===== src/rtl/trace_packetizer.sv =====
// Packs retired-instruction trace words into multi-slot packets on a valid/ready port.
// The input is never stalled: words that find the FIFO full are dropped and counted.
module trace_packetizer #(
  parameter int DEPTH        = 16,
  parameter int ENTRIES      = 4,
  parameter int FLUSH_CYCLES = 64
) (
  input  logic                    clk,
  input  logic                    rst,
  input  logic                    trace_valid,
  input  logic [35:0]             trace_data,
  input  logic                    flush,
  output logic                    out_valid,
  input  logic                    out_ready,
  output logic [36*ENTRIES-1:0]   out_data,
  output logic [3:0]              out_count,
  output logic [15:0]             out_seq,
  output logic [15:0]             drop_count,
  output logic                    overflow,
  output logic                    flush_done
);

  localparam int AW = $clog2(DEPTH);
  localparam int TW = $clog2(FLUSH_CYCLES + 1);
  localparam logic [AW:0]   DEPTH_W   = (AW + 1)'(DEPTH);
  localparam logic [3:0]    ENTRIES_W = 4'(ENTRIES);
  localparam logic [TW-1:0] TIMER_MAX = TW'(FLUSH_CYCLES);

  typedef enum logic [1:0] {S_IDLE, S_COLLECT, S_SEND} state_t;

  state_t        r_state;
  state_t        w_state_next;
  logic [35:0]   r_mem [DEPTH];
  logic [AW:0]   r_wr_ptr;
  logic [AW:0]   r_rd_ptr;
  logic [35:0]   r_slots [ENTRIES];
  logic [3:0]    r_cnt;
  logic [TW-1:0] r_timer;
  logic [15:0]   r_seq;
  logic [15:0]   r_drop;
  logic          r_overflow;
  logic          r_flush_pending;
  logic          r_flush_done;

  logic [AW:0]   w_occ;
  logic          w_empty;
  logic          w_full;
  logic [35:0]   w_rd_data;
  logic          w_pop;
  logic          w_handshake;
  logic          w_timer_inc;
  logic          w_wr_en;
  logic          w_drop;
  logic          w_flush_req;
  logic          w_flush_fire;

  assign w_occ     = r_wr_ptr - r_rd_ptr;
  assign w_empty   = (w_occ == '0);
  assign w_full    = (w_occ == DEPTH_W);
  assign w_rd_data = r_mem[r_rd_ptr[AW-1:0]];

  // A pop at the same edge frees a slot, so a write into a full FIFO still lands.
  assign w_wr_en = trace_valid && (!w_full || w_pop);
  assign w_drop  = trace_valid && !w_wr_en;

  always_ff @(posedge clk or posedge rst) begin
    if (rst) r_state <= S_IDLE;
    else     r_state <= w_state_next;
  end

  always_comb begin
    w_state_next = r_state;
    w_pop        = 1'b0;
    w_handshake  = 1'b0;
    w_timer_inc  = 1'b0;
    case (r_state)
      S_IDLE: begin
        if (!w_empty) begin
          w_pop        = 1'b1;
          w_state_next = (ENTRIES == 1) ? S_SEND : S_COLLECT;
        end
      end
      S_COLLECT: begin
        if (!w_empty) begin
          w_pop = 1'b1;
          if (r_cnt + 4'd1 == ENTRIES_W) w_state_next = S_SEND;
        end else begin
          w_timer_inc = 1'b1;
          if ((r_timer + TW'(1) == TIMER_MAX) || r_flush_pending) w_state_next = S_SEND;
        end
      end
      S_SEND: begin
        if (out_ready) begin
          w_handshake = 1'b1;
          if (!w_empty) begin
            w_pop        = 1'b1;
            w_state_next = (ENTRIES == 1) ? S_SEND : S_COLLECT;
          end else begin
            w_state_next = S_IDLE;
          end
        end
      end
      default: w_state_next = S_IDLE;
    endcase
  end

  always_ff @(posedge clk) begin
    if (w_wr_en) r_mem[r_wr_ptr[AW-1:0]] <= trace_data;
  end

  always_ff @(posedge clk or posedge rst) begin
    if (rst) begin
      r_wr_ptr   <= '0;
      r_rd_ptr   <= '0;
      r_drop     <= '0;
      r_overflow <= 1'b0;
    end else begin
      if (w_wr_en) r_wr_ptr <= r_wr_ptr + 1'b1;
      if (w_pop)   r_rd_ptr <= r_rd_ptr + 1'b1;
      if (w_drop) begin
        r_overflow <= 1'b1;
        if (r_drop != 16'hFFFF) r_drop <= r_drop + 16'd1;
      end
    end
  end

  always_ff @(posedge clk or posedge rst) begin
    if (rst) begin
      for (int i = 0; i < ENTRIES; i++) r_slots[i] <= '0;
      r_cnt   <= '0;
      r_timer <= '0;
      r_seq   <= '0;
    end else begin
      for (int i = 0; i < ENTRIES; i++) begin
        if (w_handshake)                     r_slots[i] <= (w_pop && i == 0) ? w_rd_data : '0;
        else if (w_pop && r_cnt == 4'(i))    r_slots[i] <= w_rd_data;
      end
      if (w_handshake) begin
        r_cnt <= w_pop ? 4'd1 : 4'd0;
        r_seq <= r_seq + 16'd1;
      end else if (w_pop) begin
        r_cnt <= r_cnt + 4'd1;
      end
      if (w_pop || w_handshake) r_timer <= '0;
      else if (w_timer_inc)     r_timer <= r_timer + TW'(1);
    end
  end

  // The drain is complete once nothing is queued, in flight or arriving: either idle
  // with an empty FIFO, or the handshake that empties the packer.
  assign w_flush_req  = flush || r_flush_pending;
  assign w_flush_fire = w_flush_req && w_empty && !trace_valid &&
                        ((r_state == S_IDLE) || w_handshake);

  always_ff @(posedge clk or posedge rst) begin
    if (rst) begin
      r_flush_pending <= 1'b0;
      r_flush_done    <= 1'b0;
    end else begin
      r_flush_done    <= w_flush_fire;
      r_flush_pending <= w_flush_req && !w_flush_fire;
    end
  end

  for (genvar gi = 0; gi < ENTRIES; gi++) begin : g_slot
    assign out_data[36*gi +: 36] = r_slots[gi];
  end

  assign out_valid  = (r_state == S_SEND);
  assign out_count  = r_cnt;
  assign out_seq    = r_seq;
  assign drop_count = r_drop;
  assign overflow   = r_overflow;
  assign flush_done = r_flush_done;

endmodule

===== config.mk =====
export PLATFORM = sky130hd
export DESIGN_NAME = trace_packetizer
export DESIGN_NICKNAME = d
export VERILOG_FILES = /design/src/rtl/trace_packetizer.sv
export SDC_FILE = /design/constraint.sdc
export NUM_CORES = 1
export LEC_CHECK = 0
export ABC_AREA = 1
export CORE_MARGIN = 2
export CORE_UTILIZATION = 49
export DETAILED_ROUTE_END_ITERATION = 10
export PLACE_DENSITY = 0.68
export SLEW_MARGIN = 15
export SYNTH_ARGS = -nofsm -noshare
export SYNTH_HDL_FRONTEND = slang
export SYNTH_SLANG_ARGS = --single-unit

===== constraint.sdc =====
create_clock -name clk -period 8.4 [get_ports clk]
set_input_delay 1.68 -clock clk [delete_from_list [all_inputs] [get_ports clk]]
set_output_delay 1.68 -clock clk [all_outputs]
set_load 0.03 [all_outputs]

# After elaboration in Yosys (flattened, before gate mapping)
# Memory sizes are Yosys's and may differ from the RTL's.
# Index checks and enable logic that the tools add are counted.
# Widths: inputs -> output; s select.
word_totals:
  reg_bits: 202
  memories: 1
  input_bits: 41
  latch_bits: 0
  mem_bits_rw: 576
  word_cells: 96
  romBits: 0
  out_inout_bits: 183
classes:
  n_shift: 0
  mux: 30
  bitwise_logic: 0
  n_div: 0
  reduce_logical: 31
  magnitude_cmp: 0
  addsub: 7
  multipliers: 0
  eq_ne: 13
mem_list:
  columns: ["name", "depth", "word_bits", "rd", "rd_clocked_by_memory_dff", "write_ports", "line_no", "rtl"]
  rows:
  - ["r_mem", 16, 36, 1, 0, 1, "33", "logic [35:0] r_mem [DEPTH];"]
ops:
  columns: ["op", "count"]
  rows:
  - ["$mux 36", 9]
  - ["$add 16x1->16 const B", 2]
  - ["$ne 16x16->1 const B", 1]
  - ["$mux 7", 2]
  - ["$reduce_bool 2->1", 6]
  - ["$add 5x1->5 const B", 2]
  - ["$logic_and 1x1->1", 10]
  - ["$mux 1", 10]
  - ["$mux 2", 5]
  - ["$eq 4x2->1 const B", 2]
  - ["$mux 4", 2]
  - ["$add 7x1->7 const B", 1]
  - ["$eq 7x7->1 const B", 1]
  - ["$ne 3x3->1 const B", 2]
  - ["$pmux 2 s3", 1]
  - ["$eq 5x5->1 const B", 1]
  - ["$logic_not 5->1", 1]
  - ["$logic_or 1x1->1", 5]
  - ["$sub 5x5->5", 1]
  - ["$add 4x1->4 const B", 1]
  - ["$eq 4x1->1 const B", 1]
  - ["$eq 4x3->1 const B", 1]
  - ["$logic_not 1->1", 4]
  - ["$logic_not 4->1", 1]
  - ["9 further kinds", 9]

# Longest topological paths before layout
depth:
  word_depth: 10
  mapped_depth: 17
  ltp_nobuf: 15

# Least setup slack after synthesis
# OpenSTA, ideal clock, no wires.
synth_timing:
  kind: "input-to-reg"
  start: "in out_ready"
  end: "mem r_mem[0][0], enable pin"
  t_arrival_ns: 3.783
  setup_ns: 0.429
  cell_stages: 7
  slack_ns: 4.188
  path_buffers: 1
  path_cell_list: "nand2_1 -> inv_2 -> nor2_1 -> nand2_1 -> o21ai_2 -> buf_2 -> nor2_1"
synth_via:
  elab_chain_cells: 6
synth_lines:
  columns: ["item", "line_no", "rtl"]
  rows:
  - ["start, declared", "14", "input logic out_ready,"]
  - ["$mux 1", "93", "if (out_ready) begin"]
  - ["$pmux 1 s2", "76", "case (r_state)"]
  - ["$logic_or 1x1->1", "63", "assign w_wr_en = trace_valid && (!w_full || w_pop);"]
  - ["$logic_and 1x1->1", "63", null]
  - ["$mux 1", "108", "if (w_wr_en) r_mem[r_wr_ptr[AW-1:0]] <= trace_data;"]
  - ["$mux 1 (not written as such)", "108", null]
  - ["end, declared", "33", null]
# No other way between the ends.

# Worst setup path after layout
layout_timing:
  start: "in out_ready"
  end: "mem r_mem[5][12], enable pin"
# The elaborated chain is that of the path after synthesis.

==> results.sh <==
export IMPL_finalHoldViolCount=0
export IMPL_cts_sinks=778
export IMPL_vias=22400
export IMPL_dp_cells=3833
export IMPL_maxCapViolCount=0
export IMPL_synth_top_area_share_pct=53.4
export IMPL_placed_area_sq_um=35200
export IMPL_die_area_sq_um=68200
export IMPL_postCtsSetupRepairBufs=0
export IMPL_crit_path_cell_trace="clkdlybuf4s50_1 -> nand2_4 -> clkinv_2 -> buf_4 -> nor2_1 -> nand2_1 -> o21ai_4 -> buf_4 -> nor2_4"
export IMPL_worstSkewPairLatency_ns=0.63
export IMPL_maxSlewHeadroom_pct=20.6
export IMPL_cp_max_fo=78
export IMPL_ys_seq_area_share_pct=69.0
export IMPL_cpMaxStageDelayCell="nor2_4"
export IMPL_ctsResizeCount=0
export IMPL_cp_arrival_ns=5.31
export IMPL_fp_row_count=94
export IMPL_final_core_util_pct=57.9
export IMPL_ctsLongestPathBuffers=3
export IMPL_hold_path_class="reg -> reg"
export IMPL_cts_tree="built"
export IMPL_grt_pass1_vias=21400
export IMPL_startpoint_type="primary input"
export IMPL_cts_root_buf="clkbuf_16"
export IMPL_tightest_slew_ns=1.19
export IMPL_cts_buffers_inserted=79
export IMPL_instances_no_fill=3984
export IMPL_cts_hold_buf=0
export IMPL_synth_area_leaders="edfxtp_1 (53%), dfrtp_1 (16%), nand2_1 (5.9%), nor2_1 (5.6%), o21ai_0 (4.2%)"
export IMPL_top_layer="met4"
export IMPL_layout_drive_gt1_share_pct=8.62
export IMPL_fin_skew_ns=0.0257
export IMPL_path_delay_family="buffers and inverters"
export IMPL_synth_seq_cells=778
export IMPL_wirelength_met1_microns=35400
export IMPL_port_buffers=223
export IMPL_synth_largest_area_cell="edfxtp_1"
export IMPL_met2_length_microns=37100
export IMPL_fp_coreArea_sq_um=65600
export IMPL_yosys_warnings=0
export IMPL_crit_required_ns=8.63
export IMPL_synth_fp_nets=2959
export IMPL_yosysUniqueCellTypes=41
export IMPL_async_flop_share_pct=26.0
export IMPL_synth_common_cells="edfxtp_1 (576), nand2_1 (512), nor2_1 (486), o21ai_0 (271), nand3_1 (211)"
export IMPL_ant_nets=0
export IMPL_leakagePower_uw=0.0143
export IMPL_met3WireLength_microns=7160
export IMPL_cp_buffers_inverters=4
export IMPL_wl_microns=80800
export IMPL_grt_max_degree=229
export IMPL_yosysMostFrequentCell="edfxtp_1"
export IMPL_grt_pass1_wl_microns=123000
export IMPL_grt_ovfl_total=0
export IMPL_num_antenna_cells=0
export IMPL_drv_slew=0
export IMPL_cpMostUsedCell="buf_4"
export IMPL_path_class="in -> reg"
export IMPL_via_per_inst=5.61
export IMPL_cp_slowest_stage_delay_ns=0.93
export IMPL_clk_pin_slew_worst_paths_ns=0.06
export IMPL_finalSetupTns_ns=0
export IMPL_first_iter_violations=2613
export IMPL_irDropWorstVdd_mv=0.248
export IMPL_hpwl_microns=49000
export IMPL_yosys_most_used_dff="edfxtp_1"
export IMPL_num_fill_cells=5248
export IMPL_r2r_slack_ns=4.26
export IMPL_die_x_microns=261
export IMPL_holdWs_ns=0.460
export IMPL_syn_area_sq_um=32400
export IMPL_period_needed_ns=5.08
export IMPL_start_util_pct=49.4
export IMPL_h_tree_depth=3
export IMPL_rsz0062_at_grt="false"
export IMPL_fin_crit_sh_pct=60.5
export IMPL_gp_congestion=0.898
export IMPL_synth_edf_count=576
export IMPL_final_cell_area_sq_um=38000
export IMPL_area_growth_pct=17.4
export IMPL_die_y_microns=261
export IMPL_antenna_found_initial=0
export IMPL_nNetsFinal=3118
export IMPL_routedWlPerCell_microns=20.3
export IMPL_ios=224
export IMPL_grt_usage_pct=23.5
export IMPL_status="finished, final reports clean"
export IMPL_syn_instance_count=2901
export IMPL_drt_first_pass_iters=5
export IMPL_setup_viol=0
export IMPL_power_density_nw_per_um2=374
export IMPL_avgSynthCellArea_sq_um=11.2
export IMPL_drc=0
export IMPL_timing_fmax_ghz=0.197
export IMPL_endpoint_kind="register"
-- report_power, final --
part	internal (uW)	switching (uW)
sequential	4750	398
clock	2100	1440
combinational	1720	3830
-- metrics by stage --
stage / total power, uW / worst slack [ns]
2_1_floorplan: 8850 / 1.21
3_3_place_gp: 10600 / 2.67
3_5_place_dp: 10700 / 2.63
4_1_cts: 14200 / 3.27
5_1_grt: 15000 / 3.07
6_report: 14200 / 3.32
-- worst register-to-register path, stage by stage (launching register included) --
cell     delay, ns
dfrtp_1       0.35
buf_4         0.28
inv_2         0.70
ha_1          0.45
nand2_1       0.11
inv_1         0.04
nand2_1       0.08
nand2_1       0.06
nand2_1       0.07
nand2_2       0.13
nand2_4       0.21
nand4_4       0.52
inv_2         0.82
nand2_1       0.16
nand2_1       0.09
-- flip-flops by register name, summed over array words and instances (netlist names) --
name / cells
r_mem: 576
out_data: 144
drop_count: 16
out_seq: 16
r_timer: 7
r_rd_ptr: 5
r_wr_ptr: 5
out_count: 4
r_state: 2
flush_done: 1
overflow: 1
r_flush_pending: 1
-- final cells by class --
class	instances	area [sq um]	share of cell area, %
clock buffer	109	2310	6.06
clock inverter	32	314	0.826
inverter	112	437	1.15
multi-input combinational	1837	8900	23.4
sequential	778	22400	58.8
tap	864	1080	2.84
timing repair buffer	252	2620	6.89
-- per-layer routing --
layer,track usage [%],vias up
li1,-,10400
met1,34.3,11000
met2,37.0,909
met3,4.07,81
met4,5.71,0
met5,0,-
-- layout by cell type (no fill, tap or decap), types with 16 or more instances in the layout --
cell type / instances
edfxtp_1: 576
nand2_1: 511
nor2_1: 469
o21ai_0: 271
clkdlybuf4s50_1: 223
nand3_1: 211
dfrtp_1: 200
o21ai_1: 113
o211ai_1: 108
clkbuf_16: 85
inv_1: 65
inv_2: 43
a21oi_2: 36
xor2_1: 23
nor2_4: 18
ha_1: 17
clkinv_2: 16
xnor2_1: 16
buf_4: 16
-- path summary, 6_finish.rpt --
kind | startpoint | to | depth (start not counted)
worst max-delay path | out_ready | r_mem[5][12] | 9
worst min-delay path | overflow | overflow | 1
worst max register to register | r_rd_ptr[2] | out_data[75] | 14
worst min register to register | overflow | overflow | 1
max in group asynchronous | rst | r_rd_ptr[1] | 3
min in group asynchronous | rst | out_data[100] | 2
-- cell families (layout without fill, tap and decap cells) --
| family | count (synthesis) | count (layout) | share of synthesized area [%] |
|---|---|---|---|
| fa+ha+maj | 17 | 17 | 0.656 |
| buf+inv | 286 | 505 | 3.97 |
| simple gates | 1241 | 1241 | 15.7 |
| flops | 778 | 778 | 69.0 |
| xor+xnor | 39 | 39 | 1.05 |
| compound gates | 540 | 540 | 9.64 |
(Power assumes the default switching activity.)
